`config.mk`:
```
export PLATFORM = sky130hd
export DESIGN_NAME = ccd_timing_engine
export DESIGN_NICKNAME = d
export VERILOG_FILES = /design/src/rtl/ccd_timing_engine.sv
export SDC_FILE = /design/constraint.sdc
export NUM_CORES = 1
export LEC_CHECK = 0
export CAP_MARGIN = 20
export CORE_UTILIZATION = 52
export DETAILED_ROUTE_END_ITERATION = 16
export PLACE_DENSITY = 0.78
export SYNTH_ARGS = -nofsm -noshare
export SYNTH_HDL_FRONTEND = slang
export SYNTH_SLANG_ARGS = --single-unit
```
`constraint.sdc`:
```
create_clock -name i_wb_clk -period 7.65 [get_ports i_wb_clk]
set_clock_uncertainty 0.1 [all_clocks]
set_input_delay 1.53 -clock i_wb_clk [delete_from_list [all_inputs] [get_ports i_wb_clk]]
set_output_delay 1.53 -clock i_wb_clk [all_outputs]
set_load 0.05 [all_outputs]
```
`src/rtl/ccd_timing_engine.sv`:
```
// CCD sensor timing engine: sequences transfer, reset and line clock phases, ADC framing and
// pixel sample pulses from a programmable prescaler, configured through a Wishbone register file.
//
// state    | meaning
// ---------+-----------------------------------------------------------
// S_IDLE   | waiting for run (CTRL.EN & i_enable); all raw phases low
// S_XFER   | charge transfer, raw phi_p high for XFER_s ticks
// S_PIX_R  | reset gate pulse, raw phi_r high for one tick
// S_PIX_L1 | first horizontal phase, raw phi_l1 high for one tick
// S_PIX_L2 | second horizontal phase, raw phi_l2 high; pixel sampled at its end
// S_FEND   | one-tick frame trailer; frame_done pulses on exit
module ccd_timing_engine #(
   parameter int unsigned CNT_W     = 16,
   parameter logic [31:0] BASE_ADDR = 32'h3000_0000
) (
   input  logic        i_wb_clk,
   input  logic        i_wb_rst,
   input  logic        i_wb_cyc,
   input  logic        i_wb_stb,
   input  logic        i_wb_we,
   input  logic [31:0] i_wb_addr,
   input  logic [31:0] i_wb_data,
   output logic        o_wb_ack,
   output logic [31:0] o_wb_data,
   input  logic        i_enable,
   output logic        o_phi_p,
   output logic        o_phi_r,
   output logic        o_phi_l1,
   output logic        o_phi_l2,
   output logic        o_adc_frame,
   output logic        o_pixel_flag,
   output logic        o_control_signal,
   output logic        o_frame_done,
   output logic        o_busy
);

   localparam logic [7:0] OFF_CTRL   = 8'h00;
   localparam logic [7:0] OFF_DIV    = 8'h04;
   localparam logic [7:0] OFF_NPIX   = 8'h08;
   localparam logic [7:0] OFF_XFER   = 8'h0C;
   localparam logic [7:0] OFF_STATUS = 8'h10;

   localparam logic [CNT_W-1:0] CNT_ONE = {{(CNT_W-1){1'b0}}, 1'b1};

   typedef enum logic [2:0] {
      S_IDLE,
      S_XFER,
      S_PIX_R,
      S_PIX_L1,
      S_PIX_L2,
      S_FEND
   } state_t;

   state_t state;
   state_t nxt;

   logic             ctrl_en;
   logic             ctrl_cont;
   logic             ctrl_sel;
   logic [3:0]       ctrl_inv;
   logic [CNT_W-1:0] div_r;
   logic [CNT_W-1:0] npix_r;
   logic [CNT_W-1:0] xfer_r;

   logic [CNT_W-1:0] div_s;
   logic [CNT_W-1:0] npix_s;
   logic [CNT_W-1:0] xfer_s;
   logic [CNT_W-1:0] psc;
   logic [CNT_W-1:0] xfer_cnt;
   logic [CNT_W-1:0] pix_cnt;
   logic [15:0]      frame_cnt;

   logic             wb_req;
   logic [7:0]       offset;
   logic [31:0]      rd_data;
   logic             unused_wdata;

   logic             run;
   logic             tick;
   logic             xfer_entry;
   logic             frame_end;

   // Register file

   // Anything inside the 256-byte window is acked; unmapped offsets read 0.
   assign wb_req       = i_wb_cyc && i_wb_stb && !o_wb_ack
                         && (i_wb_addr[31:8] == BASE_ADDR[31:8]);
   assign offset       = i_wb_addr[7:0];
   assign unused_wdata = ^i_wb_data;

   always_comb begin
      rd_data = '0;
      case (offset)
         OFF_CTRL:   rd_data[7:0] = {ctrl_inv, 1'b0, ctrl_sel, ctrl_cont, ctrl_en};
         OFF_DIV:    rd_data[CNT_W-1:0] = div_r;
         OFF_NPIX:   rd_data[CNT_W-1:0] = npix_r;
         OFF_XFER:   rd_data[CNT_W-1:0] = xfer_r;
         OFF_STATUS: rd_data = {frame_cnt, 15'b0, o_busy};
         default:    rd_data = '0;
      endcase
   end

   always_ff @(posedge i_wb_clk or posedge i_wb_rst) begin
      if (i_wb_rst) begin
         o_wb_ack  <= 1'b0;
         o_wb_data <= '0;
         ctrl_en   <= 1'b0;
         ctrl_cont <= 1'b0;
         ctrl_sel  <= 1'b0;
         ctrl_inv  <= 4'h0;
         div_r     <= '0;
         npix_r    <= CNT_ONE;
         xfer_r    <= CNT_ONE;
      end else begin
         o_wb_ack  <= wb_req;
         o_wb_data <= (wb_req && !i_wb_we) ? rd_data : '0;
         if (wb_req && i_wb_we) begin
            case (offset)
               OFF_CTRL: begin
                  ctrl_en   <= i_wb_data[0];
                  ctrl_cont <= i_wb_data[1];
                  ctrl_sel  <= i_wb_data[2];
                  ctrl_inv  <= i_wb_data[7:4];
               end
               OFF_DIV:  div_r  <= i_wb_data[CNT_W-1:0];
               OFF_NPIX: npix_r <= i_wb_data[CNT_W-1:0];
               OFF_XFER: xfer_r <= i_wb_data[CNT_W-1:0];
               default:  ;
            endcase
         end
      end
   end

   // Sequencer

   assign run        = ctrl_en && i_enable;
   assign tick       = (state != S_IDLE) && (psc == div_s);
   assign xfer_entry = (nxt == S_XFER) && (state != S_XFER);
   // Losing run on the same cycle as the FEND tick counts as an abort, not a finished frame.
   assign frame_end  = (state == S_FEND) && tick && run;

   assign o_frame_done     = frame_end;
   assign o_pixel_flag     = (state == S_PIX_L2) && tick && run;
   assign o_busy           = (state != S_IDLE);
   assign o_control_signal = ctrl_sel ? o_phi_p : o_phi_r;

   always_comb begin
      nxt = state;
      if (state == S_IDLE) begin
         if (run) nxt = S_XFER;
      end else if (!run) begin
         nxt = S_IDLE;
      end else if (tick) begin
         case (state)
            S_XFER:   if (xfer_cnt == xfer_s - CNT_ONE) nxt = S_PIX_R;
            S_PIX_R:  nxt = S_PIX_L1;
            S_PIX_L1: nxt = S_PIX_L2;
            S_PIX_L2: nxt = (pix_cnt == npix_s - CNT_ONE) ? S_FEND : S_PIX_R;
            S_FEND:   nxt = ctrl_cont ? S_XFER : S_IDLE;
            default:  nxt = S_IDLE;
         endcase
      end
   end

   always_ff @(posedge i_wb_clk or posedge i_wb_rst) begin
      if (i_wb_rst) begin
         state       <= S_IDLE;
         psc         <= '0;
         div_s       <= '0;
         npix_s      <= CNT_ONE;
         xfer_s      <= CNT_ONE;
         xfer_cnt    <= '0;
         pix_cnt     <= '0;
         frame_cnt   <= 16'h0000;
         o_phi_p     <= 1'b0;
         o_phi_r     <= 1'b0;
         o_phi_l1    <= 1'b0;
         o_phi_l2    <= 1'b0;
         o_adc_frame <= 1'b0;
      end else begin
         state <= nxt;

         if (state == S_IDLE || !run || tick) psc <= '0;
         else                                 psc <= psc + CNT_ONE;

         // Shadows are captured only here, so mid-frame writes wait for the next frame.
         if (xfer_entry) begin
            div_s    <= div_r;
            npix_s   <= (npix_r == '0) ? CNT_ONE : npix_r;
            xfer_s   <= (xfer_r == '0) ? CNT_ONE : xfer_r;
            xfer_cnt <= '0;
         end else if (state == S_XFER && tick && run) begin
            xfer_cnt <= xfer_cnt + CNT_ONE;
         end

         if (state != S_PIX_R && state != S_PIX_L1 && state != S_PIX_L2)
            pix_cnt <= '0;
         else if (state == S_PIX_L2 && tick && run)
            pix_cnt <= pix_cnt + CNT_ONE;

         if (frame_end) frame_cnt <= frame_cnt + 16'd1;

         // Phases follow the state being entered so they line up with it cycle for cycle.
         o_phi_p     <= (nxt == S_XFER)   ^ ctrl_inv[0];
         o_phi_r     <= (nxt == S_PIX_R)  ^ ctrl_inv[1];
         o_phi_l1    <= (nxt == S_PIX_L1) ^ ctrl_inv[2];
         o_phi_l2    <= (nxt == S_PIX_L2) ^ ctrl_inv[3];
         o_adc_frame <= (nxt == S_PIX_R) || (nxt == S_PIX_L1) || (nxt == S_PIX_L2);
      end
   end

endmodule
```
After elaboration in Yosys (flattened, before gate mapping)
Index checks and enable logic that the tools add are counted.

storage, ports and cells
  flip-flop bits (word level) = 208
  bits in latches = 0
  bits in writable memories = 0
  ROM bits = 0
  bits of input ports = 70
  output and inout bits = 42
  word-level logic and storage cells = 107
  memories = 0

cells by class
  add/sub/neg operators = 6
  multiply operators = 0
  div/mod/pow operators = 0
  magnitude comparators = 0
  equal/unequal tests = 21
  shift-type cells = 0
  mux-type cells = 20
  bitwise operators = 4
  reduce and logical (&&, ||, !) cells = 34

operators by type and width
  operator                                               number
  two-way mux 16 bit                                     8
  adder 16 x 1 -> 16 bit, second input constant          4
  equality test 16 bit                                   3
  one-hot mux 8 bit (5 select lines)                     1
  zero test 16 bit                                       2
  two-way mux 32 bit                                     1
  subtractor 16 x 1 -> 16 bit, second input constant     2
  equality test 24 x 22 -> 1 bit, second input constant  1
  one-hot mux 8 bit (3 select lines)                     1
  two-way mux 3 bit                                      6
  equality test 8 x 4 -> 1 bit, second input constant    2
  logical AND 1 bit                                      16
  one-hot mux 3 bit (5 select lines)                     1
  equality test 3 x 2 -> 1 bit, second input constant    4
  equality test 3 bit, second input constant             3
  equality test 8 x 3 -> 1 bit, second input constant    1
  equality test 8 x 5 -> 1 bit, second input constant    1
  zero test 8 bit                                        1
  AND reduction 2 bit                                    4
  equality test 3 x 1 -> 1 bit, second input constant    2
  inequality test 3 x 2 -> 1 bit, second input constant  2
  logical OR 1 bit                                       4
  nonzero test 2 bit                                     2
  bitwise XOR 1 bit                                      4
  6 further kinds                                        9

Longest topological paths before layout
Gate-level depths: netlist of run 1.

  word-level depth = 10
  gate-level depth with buffers = 12
  mapped depth without buffers = 12

Least setup slack after synthesis of run 1
No wires, ideal clock.

  kind = input to output
  start = input i_enable
  end = output o_pixel_flag
  data arrival time = 3.248 ns
  path slack = 2.772 ns
  cell stages on the path = 2
  path buffers = 0
  cells stage by stage = nand2_1 -> nor4_1

on the way
  cells in the longest elaborated chain, start to end = 2

ends and longest elaborated chain
  what               line  RTL
  start, declared    25    input logic i_enable,
  logical AND 1 bit  136   assign run = ctrl_en && i_enable;
  logical AND 1 bit  143   assign o_pixel_flag = (state == S_PIX_L2) && tick && run;
  end, declared      31    output logic o_pixel_flag,

No other way between the ends.

Final worst setup path of run 1
Same ends and word-level chain as after synthesis.

==> results of run 1 <==
[metrics by stage]
stage / worst slack, ns / total power (uW) / hold WS, ns
2_1_floorplan: 0.346 / 1140 / 0.334
3_3_place_gp: 2.60 / 1190 / 0.349
3_5_place_dp: 2.56 / 1190 / 0.361
4_1_cts: 2.54 / 2280 / 0.373
5_1_grt: 2.48 / 2330 / 0.405
6_report: 2.56 / 2260 / 0.368
[per-layer routing]
layer  track usage (%)  share of wire [%]
met1              32.2                 45
met2              38.2                 48
met3              3.17                4.3
met4              6.27                2.2
met5                 0                  0
[how the worst max path moves through the flow]
stage / from / slack (ns) / cells after the start / end
after CTS: i_enable / 2.54 / 4 / o_pixel_flag
after global routing: i_enable / 2.48 / 4 / o_pixel_flag
after detailed placement: i_enable / 2.56 / 4 / o_pixel_flag
after global placement: i_enable / 2.60 / 4 / o_pixel_flag
final: i_enable / 2.56 / 4 / o_pixel_flag
after floorplan: i_wb_rst / 0.35 / 1 / ctrl_cont
[power breakdown]
part | total (uW) | internal [uW] | leakage [uW] | switching, uW
registers | 1100 | 1100 | 0.00288 | 0.00000121
clock network | 1090 | 665 | 0.000362 | 427
logic | 67.3 | 31.4 | 0.00249 | 35.8
[layout by cell type (no fill, tap or decap), drive strengths merged, types with 5 or more instances in the layout]
| master | n |
|---|---|
| o21ai | 10 |
| or2 | 5 |
| or4 | 10 |
| nand4b | 5 |
| inv | 18 |
| buf | 9 |
| clkbuf | 33 |
| mux2 | 115 |
| nor3 | 17 |
| nor2b | 14 |
| and4 | 5 |
| a22oi | 12 |
| nand3 | 26 |
| nand4 | 28 |
| nor4 | 26 |
| nor2 | 73 |
| xor2 | 54 |
| ha | 6 |
| mux4 | 7 |
| clkdlybuf4s50 | 95 |
| nand3b | 6 |
| or3 | 7 |
| nand2 | 37 |
| xnor2 | 57 |
| a21oi | 11 |
| and2 | 33 |
| nand2b | 10 |
| and3 | 9 |
| dfrtp | 204 |
[sequential cells by signal (all words and copies together) (netlist names), 4 cells and up]
name       cells
o_wb_data     32
div_r         16
div_s         16
frame_cnt     16
npix_r        16
npix_s        16
pix_cnt       16
psc           16
xfer_cnt      16
xfer_r        16
xfer_s        16
ctrl_inv       4
[worst register-to-register path: cells and delay by family (launching register included)]
family / cells / cell delay [ns]
simple gates: 6 / 2.13
buf+inv: 1 / 0.76
flops: 1 / 0.47
compound gates: 2 / 0.45
mux: 1 / 0.45
[area by class of cell]
class,count,area (um2),area share (%)
multi-input cells,632,4950,40.0
clock buffers,33,663,5.36
repair buffers,104,1060,8.55
flip-flops and latches,208,5210,42.1
well taps,265,332,2.68
clock inverters,6,85.1,0.687
inverters,18,75.1,0.607
[kinds of logic (layout without fill, tap and decap cells)]
kind of cell    Yosys count  in the layout
buf+inv                  51            161
xor+xnor                111            111
simple gates            326            326
flops                   208            208
mux                     126            126
fa+ha+maj                 6              6
compound gates           63             63
[cell usage after synthesis (10+ instances only)]
master    number  area share [%]
a22oi_1       12            0.87
dfrtp_1      204              49
nor3_1        17            0.82
nand2_1       37             1.3
xor2_1        54             4.6
nand4_1       27             1.6
nor4_1        23             1.4
mux2_2        73             7.9
nand2b_1      10            0.60
a21oi_1       11            0.53
xnor2_1       57             4.8
and2_1        33             2.0
nor2b_1       14            0.84
inv_1         18            0.65
nor2_1        72             2.6
clkbuf_1      25            0.90
or4_1         10            0.72
nand3_1       26             1.3
mux2_4        37             5.3
==> impl_results.md, run 1 <==
- Synth Area in Adders: 0.723%
- DR iter-0 viols: 400
- Fillers: 1,564
- Status: complete, no violations
- Die W: 143 um
- Global-route wire length before repair: 37,100 um
- Die area: 0.0206 mm2
- Worst Max-Slew Pin Slew: 0.992 ns
- Clock buffer depth: 3
- Reg2reg start: xfer_s[2]
- Port bufs: 95
- Final min period: 5.09 ns
- Yosys reg bits: 208
- # DRC: 0
- Post-synthesis async set-or-reset flop share: 100%
- Hold Crit Endpoint: frame_cnt[15]
- Wire per inst: 18.2 um
- NumNets Final: 1,062
- Tcrit/Tclk final: 66.5%
- Layout cells sized above 1: 17.9%
- CP endpoint kind: output pin
- Post-synth EDFFs: 0
- Placed wire-length estimate: 16,000 um
- Mapped Nets: 967
- Initial Util: 53.2%
- Setup_tns: 0 ns
- WP buf/inv: 2
- Crit-path cells: clkdlybuf4s50_1 > nand2_1 > nor4_1 > clkdlybuf4s50_1
- Max Fclk: 0.196 GHz
- Post_cts resized: 0
- Slew Limit Fails: 0
- H-Tree Depth: 1
- Design area: 0.0124 mm2
- Largest net degree at the start of global routing: 84
- Cell family with most CP delay: buffers and inverters
- IO Pins: 112
- CP required: 6.02 ns
- ANT cells: 0
- Fin. Hold Viols: 0
- Cell mode on critical path: clkdlybuf4s50_1
- Max Cap Viol: 0
- Final setup fails: 0
- Synth Area in Compound Gates: 4.23%
- DR vias: 7,200
- Critical path arrival: 3.46 ns
- RSZ-0062 raised after global routing: no
- Initial antenna violation count: 0
- Final Non-Filler Cells: 1,266
- Post-Synth XOR/XNOR Area: 9.36%
- Cells after Synth: 891
- Leakage: 0.00573 uW
- Top_reg_cell synth: dfrtp_1
- Main combinational cell family by area after synthesis: simple AND/OR/NAND/NOR gates
- GRT Util Overall: 23.2%
- Max_slew headroom: 33.8%
- Die Ht: 143 um
- Worst skew pair latency: 0.50 ns
- Simple-gate share of the synthesized area: 17.7%
- Clock transition at path regs: 0.06 ns
- Placed insts: 1,225
- CP Launch Type: input pin
- GPL Wtd Cong: 0.889
- Layout area overhead: 19.1%
- Worst Path Max Fanout: 9
- Hold path cells: 1
- Aggregate routed wire length: 23,000 um
- Avg Vias per Cell: 5.69
- Vias in the first global route: 7,019
- R2r endpoint: npix_s[15]
- Grt ovf: 0
- Mapped Area: 0.0104 mm2
- Power per cell area: 183 mW/mm2
- Synth warn: 0
- Post-synthesis mux area share: 15.7%
- Post-synthesis sequential area ratio: 50.1%
- Critical path class: input pin to output pin
- R2r setup slk: 3.17 ns
- VDD IR max: 0.000161 V
- Placed cell areas: 0.0116 mm2
- Syn avg cell area: 11.7 um2
- Hold path startpoint: frame_cnt[15]
- Total CTS buffers: 22
- Iteration count of the initial detailed-routing pass: 5
- CTS Sinks: 208
- CTS tree: built
- Post-DRT Antenna Nets: 0
- Worst path max stage delay: 0.88 ns
- Post-CTS Repair Setup Buffers: 0
- Crit-path slowest cell: clkdlybuf4s50_1
- Final Core Density: 63.4%
- Number of cell rows: 51
- Core area: 0.0195 mm2
- Root buffer cell: clkbuf_16
- Synth unique cells: 63
- Worst hold path class: flip-flop to flip-flop
- Hold Buf Count CTS: 0
- Reg2Reg Depth: 10
No activity file was read; power rests on OpenSTA's default activity.
==> run 2: changes to the inputs <==
- CORE_UTILIZATION: 52 -> 55
- PLACE_DENSITY: 0.78 -> 0.79
- clock period: 7.65 -> 5.1 ns (I/O delays scaled with it)
==> run 2 against run 1 <==
  * Clock power is 40% higher
  * Flip-flop and latch count stayed put
  * Global-route usage is 1.2 points higher
  * Final cell count is 2.5% lower
  * Clock-buffer cell count stayed put
  * Critical path depth is 2 higher
==> impl_results.md, run 2 (synthesis gave the netlist of run 1 again) <==
- Status: complete, no violations
- Max Cap Viol: 0 (unchanged)
- Worst Max-Slew Pin Slew: 0.795 ns (-0.198 ns)
- Vias in the first global route: 7,064 (+0.64%)
- CP endpoint kind: output pin
- Max reg flops: 32 (unchanged)
- Fillers: 1,304 (-17%)
- Total CTS buffers: 22 (unchanged)
- Placed cell areas: 0.0116 mm2 (+0.36%)
- R2r setup slk: 1.21 ns (-1.96 ns)
- Hold path cells: 1 (unchanged)
- WP buf/inv: 1 (-1)
- Sequential power share: 50.3% (+1.6 points)
- Switching power total: 677 uW (+46%)
- GPL Wtd Cong: 0.835 (-6.1%)
- Clk pwr share: 46.6% (-1.7 points)
- Placed insts: 1,196 (-2.4%)
- Die Ht: 139 um (-2.7%)
- H-Tree Depth: 1 (unchanged)
- Design area: 0.0123 mm2 (-0.62%)
- Power per cell area: 267 mW/mm2 (+46%)
- Hold path startpoint: frame_cnt[15]
- Critical path class: flip-flop to output pin
- R2r endpoint: npix_s[15]
- CTS tree: built
- CP Launch Type: flip-flop
- Sw Ratio: 20.6% (+0.14 points)
- Layout cells sized above 1: 17.9% (+0.028 points)
- CTS Sinks: 208 (unchanged)
- Max Fclk: 0.227 GHz
- Root buffer cell: clkbuf_16
- DR vias: 7,236 (+0.50%)
- Slew Limit Fails: 0 (unchanged)
- Placed wire-length estimate: 16,100 um (+0.53%)
- Largest net degree at the start of global routing: 72 (-14%)
- NumNets Final: 1,067 (+0.47%)
- Tcrit/Tclk final: 86.2%
- Worst path max stage delay: 0.84 ns (-0.04 ns)
- Crit-path slowest cell: clkdlybuf4s50_1
- Clock buffer depth: 3 (unchanged)
- Global-route wire length before repair: 37,400 um (+0.95%)
- # DRC: 0 (unchanged)
- GRT Util Overall: 24.3% (+1.2 points)
- Most common cell after layout, fill and taps aside: dfrtp_1
- Port bufs: 95 (unchanged)
- CP required: 3.98 ns (-2.04 ns)
- Avg Vias per Cell: 5.86 (+3.1%)
- Internal power: 2600 uW (+45%)
- Die W: 139 um (-2.7%)
- Post_cts resized: 0 (unchanged)
- Final setup fails: 0 (unchanged)
- Final Non-Filler Cells: 1,234 (-2.5%)
- Iteration count of the initial detailed-routing pass: 5 (unchanged)
- VDD IR max: 0.000346 V (+110%)
- Hold Buf Count CTS: 0 (unchanged)
- Number of cell rows: 49 (-3.9%)
- Reg2Reg Depth: 11 (+1)
- Hold Crit Endpoint: frame_cnt[15]
- Logic pwr share: 3.0% (about the same)
- Worst hold path class: flip-flop to flip-flop
- Max_slew headroom: 46.9% (+13 points)
- Final min period: 4.40 ns
- Initial antenna violation count: 0 (unchanged)
- Aggregate routed wire length: 22,900 um (-0.57%)
- Cell family with most CP delay: simple AND/OR/NAND/NOR gates
- Wire per inst: 18.6 um (+2.0%)
- Clock transition at path regs: 0.06 ns (about the same)
- Fin. Hold Viols: 0 (unchanged)
- Core area: 0.0182 mm2 (-6.7%)
- Reg2reg start: xfer_s[0]
- Leakage: 0.00572 uW (-0.20%)
- Die area: 0.0194 mm2 (-5.4%)
- Worst skew pair latency: 0.50 ns (about the same)
- Critical path arrival: 3.28 ns (-0.18 ns)
- Commonest non-fill, non-tap cells in the layout: dfrtp_1, clkdlybuf4s50_1, mux2_2
- IO Pins: 112 (unchanged)
- Post-DRT Antenna Nets: 0 (unchanged)
- Hold slack final: 0.366 ns (-0.00171 ns)
- Largest Register: o_wb_data
- Grt ovf: 0 (unchanged)
- Crit-path cells: xor2_1 > or4_1 > nand4b_1 > or2_2 > nor3_1 > clkdlybuf4s50_1
- Initial Util: 57.1% (+3.9 points)
- Layout area overhead: 18.4%
- RSZ-0062 raised after global routing: no
- Post-CTS Repair Setup Buffers: 0 (unchanged)
- Setup_tns: 0 ns (unchanged)
- Worst Path Max Fanout: 6 (-3)
- ANT cells: 0 (unchanged)
- DR iter-0 viols: 343 (-14%)
==> run 2: changes by cell type in the layout (fill, tap and decap cells not counted), sizes merged <==
cell and delta:
buf +5, inv -1, clkinv +1, bufinv -1
==> run 2: worst reg2reg max path, cell delays in order (launching register included) <==
cell and delay [ns]:
dfstp_2 0.58, inv_1 0.08, ha_1 0.34, nand2b_1 0.22, a311o_1 0.31, a2111oi_0 0.47
nand4_1 0.30, o31ai_1 0.32, nor2_2 0.15, nand4_4 0.12, buf_12 0.36, mux2_2 0.42
==> run 2: metal layers <==
| metal | global-route usage, % | wire length, um | vias to the layer above |
|---|---|---|---|
| li1 | - | - | 3380 |
| met1 | 34.4 | 10400 | 3602 |
| met2 | 39.7 | 10900 | 214 |
| met3 | 2.96 | 1150 | 40 |
| met4 | 6.55 | 442 | 0 |
| met5 | 0 | 0 | - |
==> run 2: power by group through the flow <==
stage / logic (uW) / registers [uW] / clock network, uW
after floorplan: 35.8 / 1680 / 0
after global placement: 100 / 1680 / 0
after detailed placement: 101 / 1680 / 0
after CTS: 102 / 1650 / 1560
after global routing: 110 / 1650 / 1620
final: 99.4 / 1650 / 1530
==> run 2: metrics by stage <==
step / util, % / setup slack, ns / power, uW
floorplan: - / 1.09 / 1720
global placement: 63.8 / 1.11 / 1780
detailed placement: 63.8 / 1.03 / 1780
CTS: 67.6 / 0.688 / 3310
global route: 67.6 / 0.620 / 3380
finish: 67.6 / 0.704 / 3280
==> run 2: cell type report <==
type	instances	area, um2	area share (%)
Clock inverter	5	52.6	0.427
Sequential cell	208	5210	42.4
Clock buffer	33	633	5.15
Inverter	18	71.3	0.580
Timing Repair Buffer	109	1090	8.89
Tap cell	229	287	2.33
Multi-Input combinational cell	632	4950	40.3
==> run 2: how the worst max path moves through the flow <==
stage	to	startpoint	depth (start not counted)	slack [ns]
6_report	o_frame_done	psc[6]	6	0.70
5_1_grt	o_frame_done	psc[6]	6	0.62
4_1_cts	o_frame_done	psc[6]	6	0.69
3_5_place_dp	div_r[0]	i_wb_addr[19]	8	1.03
3_3_place_gp	o_pixel_flag	i_enable	4	1.11
2_1_floorplan	o_pixel_flag	psc[6]	5	1.09
==> run 3: changes to the inputs <==
- CORE_MARGIN: unset -> 2
==> run 3 against run 2 <==
  * Routed wire length down 0.75%
  * Utilization is 1.6 points lower
  * Via count shrank 0.65%
  * Clock-buffer cell count did not move
  * Worst hold slack got worse by 0.00064 ns
  * Clock power hardly changed
  * Final cell count is 0.24% higher
  * Power is 0.51% lower
  * Non-clock buffer count fell by 1
  * Combinational power decreased by 0.7%
  * Final area barely moved
  * Flip-flop and latch count unchanged
  * Highest routed layer unchanged
==> impl_results.md, run 3 (synthesis gave the netlist of run 1 again) <==
- Status: complete, no violations
- IO Pins: 112 (unchanged)
- CP Launch Type: flip-flop
- Final setup fails: 0 (unchanged)
- Post_cts resized: 0 (unchanged)
- Initial Util: 55.7% (-1.3 points)
- CP endpoint kind: output pin
- Slew Limit Fails: 0 (unchanged)
- Die Ht: 141 um (+1.4%)
- Max reg flops: 32 (unchanged)
- ANT cells: 0 (unchanged)
- Number of cell rows: 50 (+2.0%)
- GRT Util Overall: 23.2% (-1.2 points)
- Hold Buf Count CTS: 0 (unchanged)
- Power per cell area: 265 mW/mm2 (-0.50%)
- Hold path startpoint: frame_cnt[15]
- Vias in the first global route: 7,137 (+1.0%)
- Crit-path slowest cell: clkdlybuf4s50_1
- Commonest non-fill, non-tap cells in the layout: dfrtp_1, clkdlybuf4s50_1, mux2_2
- Max Fclk: 0.225 GHz (-1.3%)
- CTS Sinks: 208 (unchanged)
- Setup WS pre-CTS: 1.07 ns (+0.0384 ns)
- DR vias: 7,189 (-0.65%)
- Setup WS post-layout: 0.646 ns (-0.0580 ns)
- Worst skew pair latency: 0.50 ns (about the same)
- R2r setup slk: 1.14 ns (-0.07 ns)
- Die W: 141 um (+1.4%)
- Fin. Hold Viols: 0 (unchanged)
- CP required: 3.98 ns (about the same)
- Tcrit/Tclk final: 87.3% (+1.1 points)
- H-Tree Depth: 1 (unchanged)
- Critical path arrival: 3.33 ns (+0.05 ns)
- Area taken by multi-input logic gates: 0.00495 mm2 (unchanged)
- DR iter-0 viols: 392 (+14%)
- Post-CTS Repair Setup Buffers: 0 (unchanged)
- Clock buffer depth: 3 (unchanged)
- VDD IR max: 0.000246 V (-29%)
- Grt ovf: 0 (unchanged)
- Global-route wire length before repair: 37,200 um (-0.70%)
- Leakage: 0.00572 uW (about the same)
- NumNets Final: 1,066 (-0.094%)
- Port bufs: 95 (unchanged)
- Wire per inst: 18.4 um (-0.99%)
- Placed wire-length estimate: 16,200 um (+0.56%)
- Setup_tns: 0 ns (unchanged)
- Layout area overhead: 18.4% (about the same)
- Die area: 0.0200 mm2 (+2.9%)
- Worst Max-Slew Pin Slew: 0.844 ns (+0.0496 ns)
- Root buffer cell: clkbuf_16
- CP Capture Point: o_frame_done
- # DRC: 0 (unchanged)
- Hold slack final: 0.365 ns (-0.000638 ns)
- Crit-path cells: xor2_1 > or4_1 > nand4b_1 > or2_2 > nor3_1 > clkdlybuf4s50_1
- CTS tree: built
- RSZ-0062 raised after global routing: no
- Max Cap Viol: 0 (unchanged)
- Final min period: 4.45 ns (+0.0580 ns)
- Register area: 0.00521 mm2 (unchanged)
- Fillers: 1,373 (+5.3%)
- Clock transition at path regs: 0.06 ns (about the same)
- Placed cell areas: 0.0116 mm2 (about the same)
- Most common cell after layout, fill and taps aside: dfrtp_1
- Worst path max stage delay: 0.85 ns (about the same)
- Critical path class: flip-flop to output pin
- Max_slew headroom: 43.2% (-3.7 points)
- Design area: 0.0123 mm2 (about the same)
- Worst Path Max Fanout: 6 (unchanged)
- R2r endpoint: div_s[14]
- Reg2Reg Depth: 11 (unchanged)
- Total CTS buffers: 22 (unchanged)
- Avg Vias per Cell: 5.81 (-0.89%)
- Post-DRT Antenna Nets: 0 (unchanged)
- Aggregate routed wire length: 22,700 um (-0.75%)
- GPL Wtd Cong: 0.896 (+7.4%)
- Largest Register: o_wb_data
- Largest net degree at the start of global routing: 83 (+15%)
- Reg2reg start: xfer_s[0]
- CP Launch Point: psc[6]
- Iteration count of the initial detailed-routing pass: 5 (unchanged)
- Initial antenna violation count: 0 (unchanged)
- Core area: 0.0186 mm2 (+2.4%)
- Worst hold path class: flip-flop to flip-flop
- Layout cells sized above 1: 18.0% (+0.14 points)
run 3: cell count changes in the layout (fill, tap and decap cells not counted):
cell / previous run / this run
buf_4: 11 / 10
bufinv_16: 1 / 0
clkbuf_1: 8 / 5
clkbuf_8: 2 / 5
run 3: worst min path at each step:
stage                    end  slack, ns  cells past startpoint
5_1_grt        frame_cnt[15]       0.39                      1
6_report       frame_cnt[15]       0.37                      1
3_5_place_dp   frame_cnt[15]       0.35                      1
4_1_cts        frame_cnt[15]       0.36                      1
3_3_place_gp   frame_cnt[15]       0.35                      1
2_1_floorplan  frame_cnt[15]       0.33                      1
run 3: routing by layer:
| layer | wire length (um) | vias up | global-route usage (%) |
|---|---|---|---|
| met5 | 0 | - | 0 |
| li1 | - | 3372 | - |
| met3 | 1160 | 54 | 3.61 |
| met2 | 10600 | 199 | 36.8 |
| met4 | 773 | 0 | 8.16 |
| met1 | 10200 | 3564 | 32.7 |
run 3: where the power goes:
part	internal, uW	switching (uW)	leakage (uW)
logic	45.8	53.0	0.00250
registers	1650	0.00000182	0.00288
clock network	892	621	0.000337
run 3: cell type report:
cell class,instances,area share (%)
Multi-Input combinational cell,632,40.3
Tap cell,234,2.38
Sequential cell,208,42.4
Inverter,18,0.580
Timing Repair Buffer,108,8.83
Clock inverter,4,0.183
Clock buffer,33,5.39
run 3: through the flow:
stage                     std cells  total power (uW)  utilization, %
after floorplan                 891              1720               -
after global placement         1200              1780            62.3
after detailed placement       1200              1780            62.3
after CTS                      1237              3290            66.0
after global routing           1237              3360            66.0
final                          1237              3260            66.0
run 3: critical path, delay by kind of cell (launching register included):
family / cells / cell delay [ns]
flops: 1 / 0.48
simple gates: 4 / 1.31
xor+xnor: 1 / 0.19
buf+inv: 1 / 0.85
